--- src/rtl/kb_keymap_decoder_pkg.sv ---
`default_nettype none
// ============================================================================
// Module  : kb_pkg
// Brief   : PS/2 prefix and controller-byte constants and the decode state type.
// Revision: 1.0 - initial release
// ============================================================================
package kb_pkg;

  localparam logic [7:0] PS2_PFX_EXT = 8'hE0;
  localparam logic [7:0] PS2_PFX_BRK = 8'hF0;

  localparam logic [7:0] PS2_CTRL_ERR0   = 8'h00;
  localparam logic [7:0] PS2_CTRL_BAT_OK = 8'hAA;
  localparam logic [7:0] PS2_CTRL_ECHO   = 8'hEE;
  localparam logic [7:0] PS2_CTRL_ACK    = 8'hFA;
  localparam logic [7:0] PS2_CTRL_RESEND = 8'hFE;
  localparam logic [7:0] PS2_CTRL_ERR1   = 8'hFF;

  typedef enum logic [1:0] {
    IDLE   = 2'd0,
    EXT    = 2'd1,
    BRK    = 2'd2,
    EXTBRK = 2'd3
  } kb_state_t;

  // Bytes the keyboard controller emits that never carry key information.
  function automatic logic is_ctrl_byte(input logic [7:0] code);
    return (code == PS2_CTRL_ERR0)   || (code == PS2_CTRL_BAT_OK) ||
           (code == PS2_CTRL_ECHO)   || (code == PS2_CTRL_ACK)    ||
           (code == PS2_CTRL_RESEND) || (code == PS2_CTRL_ERR1);
  endfunction

endpackage
`default_nettype wire

--- src/rtl/kb_keymap_decoder_if.sv ---
`default_nettype none
// ============================================================================
// Module  : kb_keymap_decoder_if
// Brief   : Scan-byte handshake between the PS/2 receiver and the key decoder.
// Revision: 1.0 - initial release
// ============================================================================
interface kb_keymap_decoder_if;

  logic       scan_ready;
  logic [7:0] scan_code;
  logic       read;

  modport master (output scan_ready, output scan_code, input read);
  modport slave  (input scan_ready, input scan_code, output read);

endinterface
`default_nettype wire

--- src/rtl/kb_keymap_decoder_repeat_timer.sv ---
`default_nettype none
// ============================================================================
// Module  : kb_repeat_timer
// Brief   : Typematic down-counter for the most recently pressed key.
// Revision: 1.0 - initial release
// ============================================================================
module kb_repeat_timer
  import kb_pkg::*;
#(
  parameter int NUM_KEYS     = 3,
  parameter int IDX_W        = 2,
  parameter int REPEAT_DELAY = 25_000_000,
  parameter int REPEAT_RATE  = 5_000_000
) (
  input  wire logic                clk,
  input  wire logic                rst,
  input  wire logic                i_start,
  input  wire logic [IDX_W-1:0]    i_start_idx,
  input  wire logic                i_stop,
  output logic      [IDX_W-1:0]    o_target,
  output logic      [NUM_KEYS-1:0] o_repeat
);

  localparam int c_MAX   = (REPEAT_DELAY > REPEAT_RATE) ? REPEAT_DELAY : REPEAT_RATE;
  localparam int c_CNT_W = $clog2(c_MAX + 1);
  // Loading N-1 and firing at zero gives exactly N cycles between pulses.
  localparam logic [c_CNT_W-1:0]  c_DELAY_LD = c_CNT_W'(REPEAT_DELAY - 1);
  localparam logic [c_CNT_W-1:0]  c_RATE_LD  = c_CNT_W'(REPEAT_RATE - 1);
  localparam logic [NUM_KEYS-1:0] c_ONE      = NUM_KEYS'(1);

  logic [c_CNT_W-1:0]  r_count;
  logic                r_active;
  logic [IDX_W-1:0]    r_target;
  logic [NUM_KEYS-1:0] r_repeat;

  always_ff @(posedge clk) begin
    if (rst) begin
      r_count  <= '0;
      r_active <= 1'b0;
      r_target <= '0;
      r_repeat <= '0;
    end else begin
      r_repeat <= '0;
      // A decode event in the expiry cycle pre-empts the repeat pulse.
      if (i_start) begin
        r_target <= i_start_idx;
        r_count  <= c_DELAY_LD;
        r_active <= 1'b1;
      end else if (i_stop) begin
        r_count  <= '0;
        r_active <= 1'b0;
      end else if (r_active) begin
        if (r_count == '0) begin
          r_repeat <= c_ONE << r_target;
          r_count  <= c_RATE_LD;
        end else begin
          r_count <= r_count - 1'b1;
        end
      end
    end
  end

  assign o_target = r_target;
  assign o_repeat = r_repeat;

endmodule
`default_nettype wire

--- src/rtl/kb_keymap_decoder.sv ---
`default_nettype none
// ============================================================================
// Module  : kb_keymap_decoder
// Brief   : PS/2 scan-code decoder producing held/press/release/repeat per key.
// Revision: 1.0 - initial release
// ============================================================================
module kb_keymap_decoder
  import kb_pkg::*;
#(
  parameter int                    NUM_KEYS     = 3,
  parameter logic [NUM_KEYS*8-1:0] KEY_CODES    = {8'h72, 8'h75, 8'h5A},
  parameter logic [NUM_KEYS-1:0]   KEY_EXT      = 3'b110,
  parameter int                    REPEAT_DELAY = 25_000_000,
  parameter int                    REPEAT_RATE  = 5_000_000
) (
  input  wire logic                clk,
  input  wire logic                reset,
  kb_keymap_decoder_if.slave       rx,
  output logic      [NUM_KEYS-1:0] key_held,
  output logic      [NUM_KEYS-1:0] key_press,
  output logic      [NUM_KEYS-1:0] key_release,
  output logic      [NUM_KEYS-1:0] key_repeat,
  output logic      [7:0]          last_code,
  output logic                     last_ext
);

  localparam int         c_IDX_W     = (NUM_KEYS > 1) ? $clog2(NUM_KEYS) : 1;
  localparam logic [1:0] c_ST_IDLE   = IDLE;
  localparam logic [1:0] c_ST_EXT    = EXT;
  localparam logic [1:0] c_ST_BRK    = BRK;
  localparam logic [1:0] c_ST_EXTBRK = EXTBRK;

  logic                r_scan_ready_q;
  logic                r_read;
  logic [1:0]          r_state;
  logic [1:0]          w_state_nxt;
  logic [NUM_KEYS-1:0] r_held;
  logic [NUM_KEYS-1:0] r_press;
  logic [NUM_KEYS-1:0] r_release;
  logic [7:0]          r_last_code;
  logic                r_last_ext;

  logic                w_accept;
  logic                w_ext;
  logic                w_brk_mode;
  logic                w_data;
  logic [NUM_KEYS-1:0] w_match;
  logic [NUM_KEYS-1:0] w_make_new;
  logic [NUM_KEYS-1:0] w_brk_held;
  logic                w_start;
  logic                w_stop;
  logic [c_IDX_W-1:0]  w_start_idx;
  logic [c_IDX_W-1:0]  w_target;

  assign w_accept   = rx.scan_ready & ~r_scan_ready_q;
  assign w_ext      = (r_state == c_ST_EXT) || (r_state == c_ST_EXTBRK);
  assign w_brk_mode = (r_state == c_ST_BRK) || (r_state == c_ST_EXTBRK);
  assign w_data     = w_accept && !is_ctrl_byte(rx.scan_code) &&
                      (rx.scan_code != PS2_PFX_EXT) && (rx.scan_code != PS2_PFX_BRK);

  for (genvar gi = 0; gi < NUM_KEYS; gi++) begin : g_match
    assign w_match[gi] = (rx.scan_code == KEY_CODES[8*gi +: 8]) && (w_ext == KEY_EXT[gi]);
  end

  // Only transitions of the held state produce pulses; keyboard typematic is absorbed.
  assign w_make_new = (w_data && !w_brk_mode) ? (w_match & ~r_held) : '0;
  assign w_brk_held = (w_data &&  w_brk_mode) ? (w_match &  r_held) : '0;
  assign w_start    = |w_make_new;
  assign w_stop     = w_data && w_brk_mode && w_match[w_target];

  always_comb begin
    w_start_idx = '0;
    for (int i = NUM_KEYS - 1; i >= 0; i--) begin
      if (w_make_new[i]) w_start_idx = c_IDX_W'(i);
    end
  end

  always_comb begin
    w_state_nxt = r_state;
    if (w_accept) begin
      if (is_ctrl_byte(rx.scan_code)) begin
        w_state_nxt = c_ST_IDLE;
      end else if (rx.scan_code == PS2_PFX_EXT) begin
        w_state_nxt = w_brk_mode ? c_ST_EXTBRK : c_ST_EXT;
      end else if (rx.scan_code == PS2_PFX_BRK) begin
        w_state_nxt = w_ext ? c_ST_EXTBRK : c_ST_BRK;
      end else begin
        w_state_nxt = c_ST_IDLE;
      end
    end
  end

  always_ff @(posedge clk) begin
    if (reset) begin
      r_scan_ready_q <= 1'b0;
      r_read         <= 1'b0;
      r_state        <= c_ST_IDLE;
      r_held         <= '0;
      r_press        <= '0;
      r_release      <= '0;
      r_last_code    <= '0;
      r_last_ext     <= 1'b0;
    end else begin
      r_scan_ready_q <= rx.scan_ready;
      r_read         <= w_accept;
      r_state        <= w_state_nxt;
      r_held         <= (r_held | w_make_new) & ~w_brk_held;
      r_press        <= w_make_new;
      r_release      <= w_brk_held;
      if (w_data) begin
        r_last_code <= rx.scan_code;
        r_last_ext  <= w_ext;
      end
    end
  end

  kb_repeat_timer #(
    .NUM_KEYS     (NUM_KEYS),
    .IDX_W        (c_IDX_W),
    .REPEAT_DELAY (REPEAT_DELAY),
    .REPEAT_RATE  (REPEAT_RATE)
  ) u_repeat_timer (
    .clk         (clk),
    .rst         (reset),
    .i_start     (w_start),
    .i_start_idx (w_start_idx),
    .i_stop      (w_stop),
    .o_target    (w_target),
    .o_repeat    (key_repeat)
  );

  assign rx.read     = r_read;
  assign key_held    = r_held;
  assign key_press   = r_press;
  assign key_release = r_release;
  assign last_code   = r_last_code;
  assign last_ext    = r_last_ext;

endmodule
`default_nettype wire

--- src/flat_wrapper.sv ---
// flat-port wrapper written by rule: the top's interface ports become plain ports
module kb_keymap_decoder_flat import kb_pkg::*;
#(
  parameter int                    NUM_KEYS     = 3,
  parameter logic [NUM_KEYS*8-1:0] KEY_CODES    = {8'h72, 8'h75, 8'h5A},
  parameter logic [NUM_KEYS-1:0]   KEY_EXT      = 3'b110,
  parameter int                    REPEAT_DELAY = 25_000_000,
  parameter int                    REPEAT_RATE  = 5_000_000
)
  (clk, reset, key_held, key_press, key_release, key_repeat, last_code, last_ext, rx_scan_ready, rx_scan_code, rx_read);
  kb_keymap_decoder_if rx_i ();
  input  wire logic clk;
  input  wire logic reset;
  output logic      [NUM_KEYS-1:0] key_held;
  output logic      [NUM_KEYS-1:0] key_press;
  output logic      [NUM_KEYS-1:0] key_release;
  output logic      [NUM_KEYS-1:0] key_repeat;
  output logic      [7:0] last_code;
  output logic last_ext;
  input wire logic [$bits(rx_i.scan_ready)-1:0] rx_scan_ready;
  input wire logic [$bits(rx_i.scan_code)-1:0] rx_scan_code;
  output wire logic [$bits(rx_i.read)-1:0] rx_read;
  assign rx_i.scan_ready = rx_scan_ready;
  assign rx_i.scan_code = rx_scan_code;
  assign rx_read = rx_i.read;
  kb_keymap_decoder #(.NUM_KEYS(NUM_KEYS), .KEY_CODES(KEY_CODES), .KEY_EXT(KEY_EXT), .REPEAT_DELAY(REPEAT_DELAY), .REPEAT_RATE(REPEAT_RATE)) u_core (.clk(clk), .reset(reset), .rx(rx_i), .key_held(key_held), .key_press(key_press), .key_release(key_release), .key_repeat(key_repeat), .last_code(last_code), .last_ext(last_ext));
endmodule
--- config.mk ---
export PLATFORM = sky130hd
export DESIGN_NAME = kb_keymap_decoder_flat
export DESIGN_NICKNAME = d
export VERILOG_FILES = /design/src/rtl/kb_keymap_decoder_pkg.sv /design/src/rtl/kb_keymap_decoder_if.sv /design/src/rtl/kb_keymap_decoder_repeat_timer.sv /design/src/rtl/kb_keymap_decoder.sv /design/src/flat_wrapper.sv
export SDC_FILE = /design/constraint.sdc
export NUM_CORES = 1
export LEC_CHECK = 0
export BUFFER_PORTS_ARGS = -buffer_cell sky130_fd_sc_hd__buf_4
export CORE_MARGIN = 4
export CORE_UTILIZATION = 45
export CTS_CLUSTER_SIZE = 12
export DETAILED_ROUTE_END_ITERATION = 16
export PLACE_DENSITY = 0.63
export SYNTH_ARGS = -nofsm -noshare
export SYNTH_HDL_FRONTEND = slang
export SYNTH_SLANG_ARGS = --single-unit
--- constraint.sdc ---
create_clock -name clk -period 5.2 [get_ports clk]
set_input_delay 0.78 -clock clk [delete_from_list [all_inputs] [get_ports clk]]
set_output_delay 0.78 -clock clk [all_outputs]
set_load 0.01 [all_outputs]
==> impl_metrics.csv, run 1 <==
group,metric,value,unit
sta,rsz0062_at_grt,"false",
worst_hold_path,hold_depth,2,
logic_synthesis,yosysWarnings,0,
clock_tree,postCtsSetupBuffers,0,
sta,fin_crit,2468,ps
floorplan,start_util,47.18,%
logic_synthesis,synth_seq_cells,53,
global_routing,grt_pass1_wl,10670,um
sta,hold_violations,0,
routing,drtIter0Drc,210,
layout,drive_gt1_share,15.92,%
setup_path,cp-end-kind,"flip-flop",
logic_synthesis,synth_area,2630,um2
sta,setup_tns,0,ps
clock_tree,post_cts_resized,0,
sta,period_share,47.46,%
setup_path,criticalPathCategory,"in -> reg",
routing,num_vias,2334,
logic_synthesis,async_flop_share,0,%
routing,remaining_drc_errors,0,
clock_tree,path_clk_slew,100,ps
logic_synthesis,ys_types,54,
sta,holdWs,506.9,ps
clock_tree,postCtsHoldBufs,0,
worst_hold_path,hp-class,"reg -> reg",
logic_synthesis,yosysSeqAreaShare,40.34,%
logic_synthesis,synthCells,306,
setup_path,cp_data_required_time,5370,ps
clock_tree,cts-root-buf,"clkbuf_8",
pwr,comb_power_share,8.5,%
pwr,p_clk_share,37.2,%
place,post-dp-hpwl,4322,um
logic_synthesis,synth_top_cell_by_area,"dfxtp_1",
sta,finalClockSkew,9.421,ps
layout,synthToLayoutAreaGrowth,14.65,%
routing,drtPass1Iterations,4,
floorplan,num_rows,27,
global_routing,overflow,0,
logic_synthesis,syn_area_per_cell,8.595,um2
floorplan,dieArea,7132,um2
sta,setup-violations-final,0,
flow_run,maxCapViolCount,0,
floorplan,io_pins,33,
global_routing,grt_start_max_net_pins,36,
place,routabilityCongestion,0.8052,
global_routing,grt_antenna_before_repair,0,
global_routing,grt_usage,17.94,%
sta,finalMaxSlewViolations,0,
setup_path,reg2reg_depth,6,
pwr,power_density,254.4,nW/um2
pwr,p_switching,183.6,uW
layout,diodes,0,
setup_path,cp.arrival,2640,ps
logic_synthesis,synthesis.nets,318,
floorplan,fp.dieH,84.45,um
logic_synthesis,synth_flop_cell,"dfxtp_1",
pwr,ir_drop,0.1117,mV
clock_tree,cts_tree,"yes",
logic_synthesis,netlist.area_leader.share,40.34,%
clock_tree,cts_num_sinks,53,
setup_path,start_kind,"input port",
layout,n_fill_cell,554,
pwr,switching_share,23.94,%
global_routing,grt_pass1_vias,2203,
floorplan,core,5574,um2
clock_tree,clockBufferDepth,2,
logic_synthesis,synth_edf_count,0,
routing,ant_nets,0,
clock_tree,cts.htree.levels,2,
place,io_buffers,32,
pwr,internal_power,583.4,uW
clock_tree,cts-buffers-inserted,5,
routing,vias_per_cell,5.763,
routing,wl_per_cell,15.15,um
clock_tree,clk_latency,310,ps
pwr,leakagePower,0.001193,uW
logic_synthesis,synth.area.top_cells,"dfxtp_1, nor2_1, mux2i_1, a21oi_1, nand2_1",
setup_path,crit_fanout,14,
pwr,seq_power_share,54.3,%
outcome,status,"completed",
routing,totalWireLength,6136,um
sta,max_freq,405.2,MHz
layout,nets,344,
sta,slew_headroom,54.42,%
floorplan,die_w,84.45,um
sta,worstMarginPinSlew,678.0,ps
-- synth_stat cells (2+ instances only) --
library cell	count
o21ai_0	11
nand3_1	9
clkbuf_1	9
and3_1	4
nand4_1	9
nand2b_1	5
and3b_1	2
o2111ai_1	2
nand3b_1	4
and4b_1	2
nor2b_1	5
a31oi_1	3
nor4_1	13
xor2_1	5
o211ai_1	4
nor3_1	15
nor4b_1	4
o311ai_0	3
or4_4	2
and4_1	3
buf_2	3
or3_1	3
dfxtp_1	53
mux2i_1	12
nand2_1	23
xnor2_1	9
a21oi_1	18
nor2_1	36
inv_1	10
-- sequential cells by signal, summed over array words and instances (netlist names) --
signal,cells
u_core.key_release,3
u_core.u_repeat_timer.o_repeat,3
u_core.u_repeat_timer.o_target,2
u_core.key_press,3
u_core.r_scan_ready_q,1
u_core.rx.read,1
u_core.last_code,8
u_core.key_held,3
u_core.u_repeat_timer.r_active,1
u_core.r_state,2
u_core.u_repeat_timer.r_count,25
u_core.last_ext,1
-- power by group through the flow --
stage               logic [uW]  clock network, uW  registers, uW
detailed placement        65.2                  0            426
global route              71.7                306            417
CTS                       65.6                293            416
global placement          65.1                  0            426
floorplan                 40.5                  0            426
finish                    65.2                286            416
-- per-stage QoR --
stage / util (%) / worst slack, ps / instances / power (uW) / instance area [um2]
finish: 54.10 / 2732 / 405 / 767.0 / 3015
global route: 54.10 / 2509 / 405 / 795.4 / 3015
CTS: 54.10 / 2713 / 405 / 775.0 / 3015
detailed placement: 52.03 / 2389 / 397 / 490.8 / 2900
global placement: 52.03 / 2341 / 397 / 490.9 / 2900
floorplan: - / 2892 / 306 / 466.9 / 2630
-- final cells by class --
| cell class | count | area (um2) | area share (%) |
|---|---|---|---|
| Tap cell | 72 | 90.09 | 2.988 |
| Clock buffer | 5 | 68.82 | 2.282 |
| Timing Repair Buffer | 33 | 247.7 | 8.216 |
| Multi-Input combinational cell | 229 | 1464 | 48.55 |
| Sequential cell | 53 | 1061 | 35.19 |
| Inverter | 10 | 37.54 | 1.245 |
| Clock inverter | 3 | 46.29 | 1.535 |
-- critical path: stages --
cell	delay, ps
buf_4	130
and3b_1	300
nand4_1	250
o21ai_0	220
nand3_1	450
nand2b_1	360
o21ai_0	130
-- cells by family (layout without fill, tap and decap cells) --
group,Yosys count,count (layout),synth area share [%]
AOI/OAI and AO/OA,52,52,13.42
and+or+nand+nor,149,149,32.11
muxes,13,13,4.995
adders and majority gates,1,1,0.4757
buffers and inverters,24,51,3.996
xor gates and xnor gates,14,14,4.662
DFF,53,53,40.34
-- layout by cell type (no fill, tap or decap), types with 2 or more instances in the layout --
| cell type | count |
|---|---|
| nand4_1 | 9 |
| xnor2_1 | 9 |
| xor2_1 | 5 |
| nand3b_1 | 4 |
| a31oi_1 | 3 |
| and4b_1 | 2 |
| nor4b_1 | 4 |
| nand3_1 | 9 |
| nor3_1 | 15 |
| nand2b_1 | 5 |
| or4_4 | 2 |
| o2111ai_1 | 2 |
| nor4_1 | 13 |
| inv_1 | 10 |
| mux2i_1 | 12 |
| buf_4 | 33 |
| o311ai_0 | 3 |
| dfxtp_1 | 53 |
| o21ai_0 | 11 |
| nor2_1 | 36 |
| and4_1 | 3 |
| nor2b_1 | 5 |
| and3b_1 | 2 |
| nand2_1 | 23 |
| or3_1 | 3 |
| a21oi_1 | 18 |
| o211ai_1 | 4 |
| and3_1 | 4 |
| clkbuf_8 | 5 |
-- per-layer routing --
layer,wire length (um),global-route usage (%),up-vias
li1,-,-,1176
met3,238,3.337,7
met5,0,0,-
met4,91,5.180,0
met1,2904,24.68,1105
met2,2902,28.77,46
-- path summary, 6_finish.rpt --
| path | startpoint | to | slack (ps) |
|---|---|---|---|
| worst min register to register | u_core.u_repeat_timer.r_count[9] | u_core.u_repeat_timer.r_count[9] | 510 |
| worst max register to register | u_core.u_repeat_timer.r_count[20] | u_core.u_repeat_timer.r_count[13] | 2900 |
| worst min-delay path | u_core.u_repeat_timer.r_count[9] | u_core.u_repeat_timer.r_count[9] | 510 |
| worst max-delay path | rx_scan_code[7] | u_core.u_repeat_timer.r_count[19] | 2730 |
(Power assumes the default switching activity.)
==> run 2, diff against run 1 <==
==> constraint.sdc (replaced) <==
create_clock -name clk -period 2.31 [get_ports clk]
set_input_delay 0.3465 -clock clk [delete_from_list [all_inputs] [get_ports clk]]
set_output_delay 0.3465 -clock clk [all_outputs]
set_load 0.01 [all_outputs]
==> impl_metrics.csv, run 2 (synthesis gave the netlist of run 1 again) <==
group,metric,value,unit
layout,final_cell_mix,"dfxtp_1, buf_4, nor2_1, nand2_1, a21oi_1",
sta,finalMaxSlewViolations,0,
sta,rsz0062_at_grt,"false",
setup_path,criticalPathCategory,"reg -> reg",
place,placed_area,2965,um2
setup_path,cp-end-kind,"flip-flop",
routing,vias_per_cell,5.595,
global_routing,grt_pass1_wl,10510,um
layout,nets,351,
place,io_buffers,32,
floorplan,core,5574,um2
clock_tree,cts-root-buf,"clkbuf_8",
clock_tree,cts_tree,"yes",
outcome,status,"completed",
global_routing,grt_usage,17.70,%
setup_path,start_kind,"flip-flop",
layout,diodes,0,
floorplan,num_rows,27,
layout,top_register,"u_core.u_repeat_timer.r_count",
place,post-dp-hpwl,4588,um
clock_tree,clk_latency,310,ps
sta,period_share,91.40,%
clock_tree,postCtsHoldBufs,0,
worst_hold_path,min_to,"u_core.r_scan_ready_q",
worst_hold_path,hold_depth,2,
global_routing,overflow,0,
routing,totalWireLength,6214,um
worst_hold_path,hold_start,"rx_scan_ready",
flow_run,maxCapViolCount,0,
floorplan,io_pins,33,
global_routing,grt_pass1_vias,2152,
sta,max_freq,473.6,MHz
floorplan,die_w,84.45,um
pwr,ir_drop,0.2916,mV
setup_path,reg2reg_depth,6,
setup_path,timing.rr.end,"u_core.u_repeat_timer.r_count[21]",
clock_tree,clockBufferDepth,2,
sta,worstMarginPinSlew,556.2,ps
clock_tree,postCtsSetupBuffers,0,
setup_path,crit_fanout,6,
setup_path,reg2reg_slack,200,ps
clock_tree,cts.htree.levels,2,
clock_tree,path_clk_slew,110,ps
setup_path,worstReg2RegStart,"u_core.u_repeat_timer.r_count[6]",
sta,slew_headroom,62.92,%
floorplan,start_util,47.18,%
layout,final_area,3059,um2
routing,ant_nets,0,
sta,setup_tns,0,ps
sta,setup-violations-final,0,
pwr,leakagePower,0.001221,uW
place,routabilityCongestion,0.8310,
layout,drive_gt1_share,17.65,%
global_routing,grt_start_max_net_pins,36,
layout,synthToLayoutAreaGrowth,16.32,%
sta,finalWorstSetupSlack,198.6,ps
routing,num_vias,2305,
routing,wl_per_cell,15.08,um
pwr,power_density,536.2,nW/um2
sta,fin_crit,2111,ps
sta,finalClockSkew,13.59,ps
routing,remaining_drc_errors,0,
place,dp_slack,89.80,ps
clock_tree,cts_num_sinks,53,
sta,hold_violations,0,
setup_path,cp_data_required_time,2490,ps
routing,drtPass1Iterations,4,
layout,largest_reg_flops,25,
floorplan,dieArea,7132,um2
clock_tree,cts-buffers-inserted,5,
layout,layout_commonest_cell,"dfxtp_1",
floorplan,fp.dieH,84.45,um
setup_path,cp.arrival,2290,ps
global_routing,grt_antenna_before_repair,0,
worst_hold_path,hp-class,"in -> reg",
clock_tree,post_cts_resized,0,
routing,drtIter0Drc,127,
## run 2: changes by cell type in the layout (fill, tap and decap cells not counted)
cell	change
buf_4	+6
buf_12	+1
bufinv_16	-1
inv_6	+1
## run 2: where the power goes
| part | leakage, uW | internal (uW) | switching (uW) |
|---|---|---|---|
| Clock | 0.0000447 | 220 | 335 |
| Sequential | 0.000429 | 927 | 10.2 |
| Combinational | 0.000747 | 62.8 | 85.7 |
| Total | 0.00122 | 1210 | 431 |
## run 2: worst max-delay path by stage
stage / endpoint / from / slack, ps / cells past startpoint
2_1_floorplan: u_core.u_repeat_timer.r_count[11] / u_core.u_repeat_timer.r_count[6] / 420 / 7
3_3_place_gp: u_core.u_repeat_timer.r_count[15] / rx_scan_code[2] / 90 / 7
3_5_place_dp: u_core.u_repeat_timer.r_count[10] / rx_scan_code[2] / 90 / 7
4_1_cts: u_core.u_repeat_timer.r_count[11] / u_core.u_repeat_timer.r_count[6] / 210 / 6
5_1_grt: u_core.u_repeat_timer.r_count[11] / u_core.u_repeat_timer.r_count[6] / 90 / 6
6_report: u_core.u_repeat_timer.r_count[21] / u_core.u_repeat_timer.r_count[6] / 200 / 6
## run 2: critical path, stage by stage, from the launching register on
cell and delay (ps):
dfxtp_1 380, or4_4 580, nor4b_2 290, and4_1 410, nor2_1 90, mux2i_1 150
o21ai_0 90
## run 2: area by class of cell
cell class | count | area (um2)
fill | 552 | 2515
multi-input combinational | 229 | 1464
clock inverter | 3 | 25.02
sequential | 53 | 1061
inverter | 10 | 37.54
timing repair buffer | 40 | 312.8
tap | 72 | 90.09
clock buffer | 5 | 68.82
## run 2: layer usage
| metal | global-route usage [%] | wire length (um) |
|---|---|---|
| met4 | 4.317 | 70 |
| met1 | 24.83 | 3058 |
| met2 | 28.34 | 2896 |
| met5 | 0 | 0 |
| met3 | 3.140 | 189 |
## run 2: stage by stage
step	power (uW)	hold slack (ps)	cells	utilization, %
2_1_floorplan	1051	460.8	306	-
3_3_place_gp	1107	482.4	404	53.20
3_5_place_dp	1107	489.2	404	53.20
4_1_cts	1656	264.2	412	54.88
5_1_grt	1715	277.4	412	54.88
6_report	1640	267.3	412	54.88
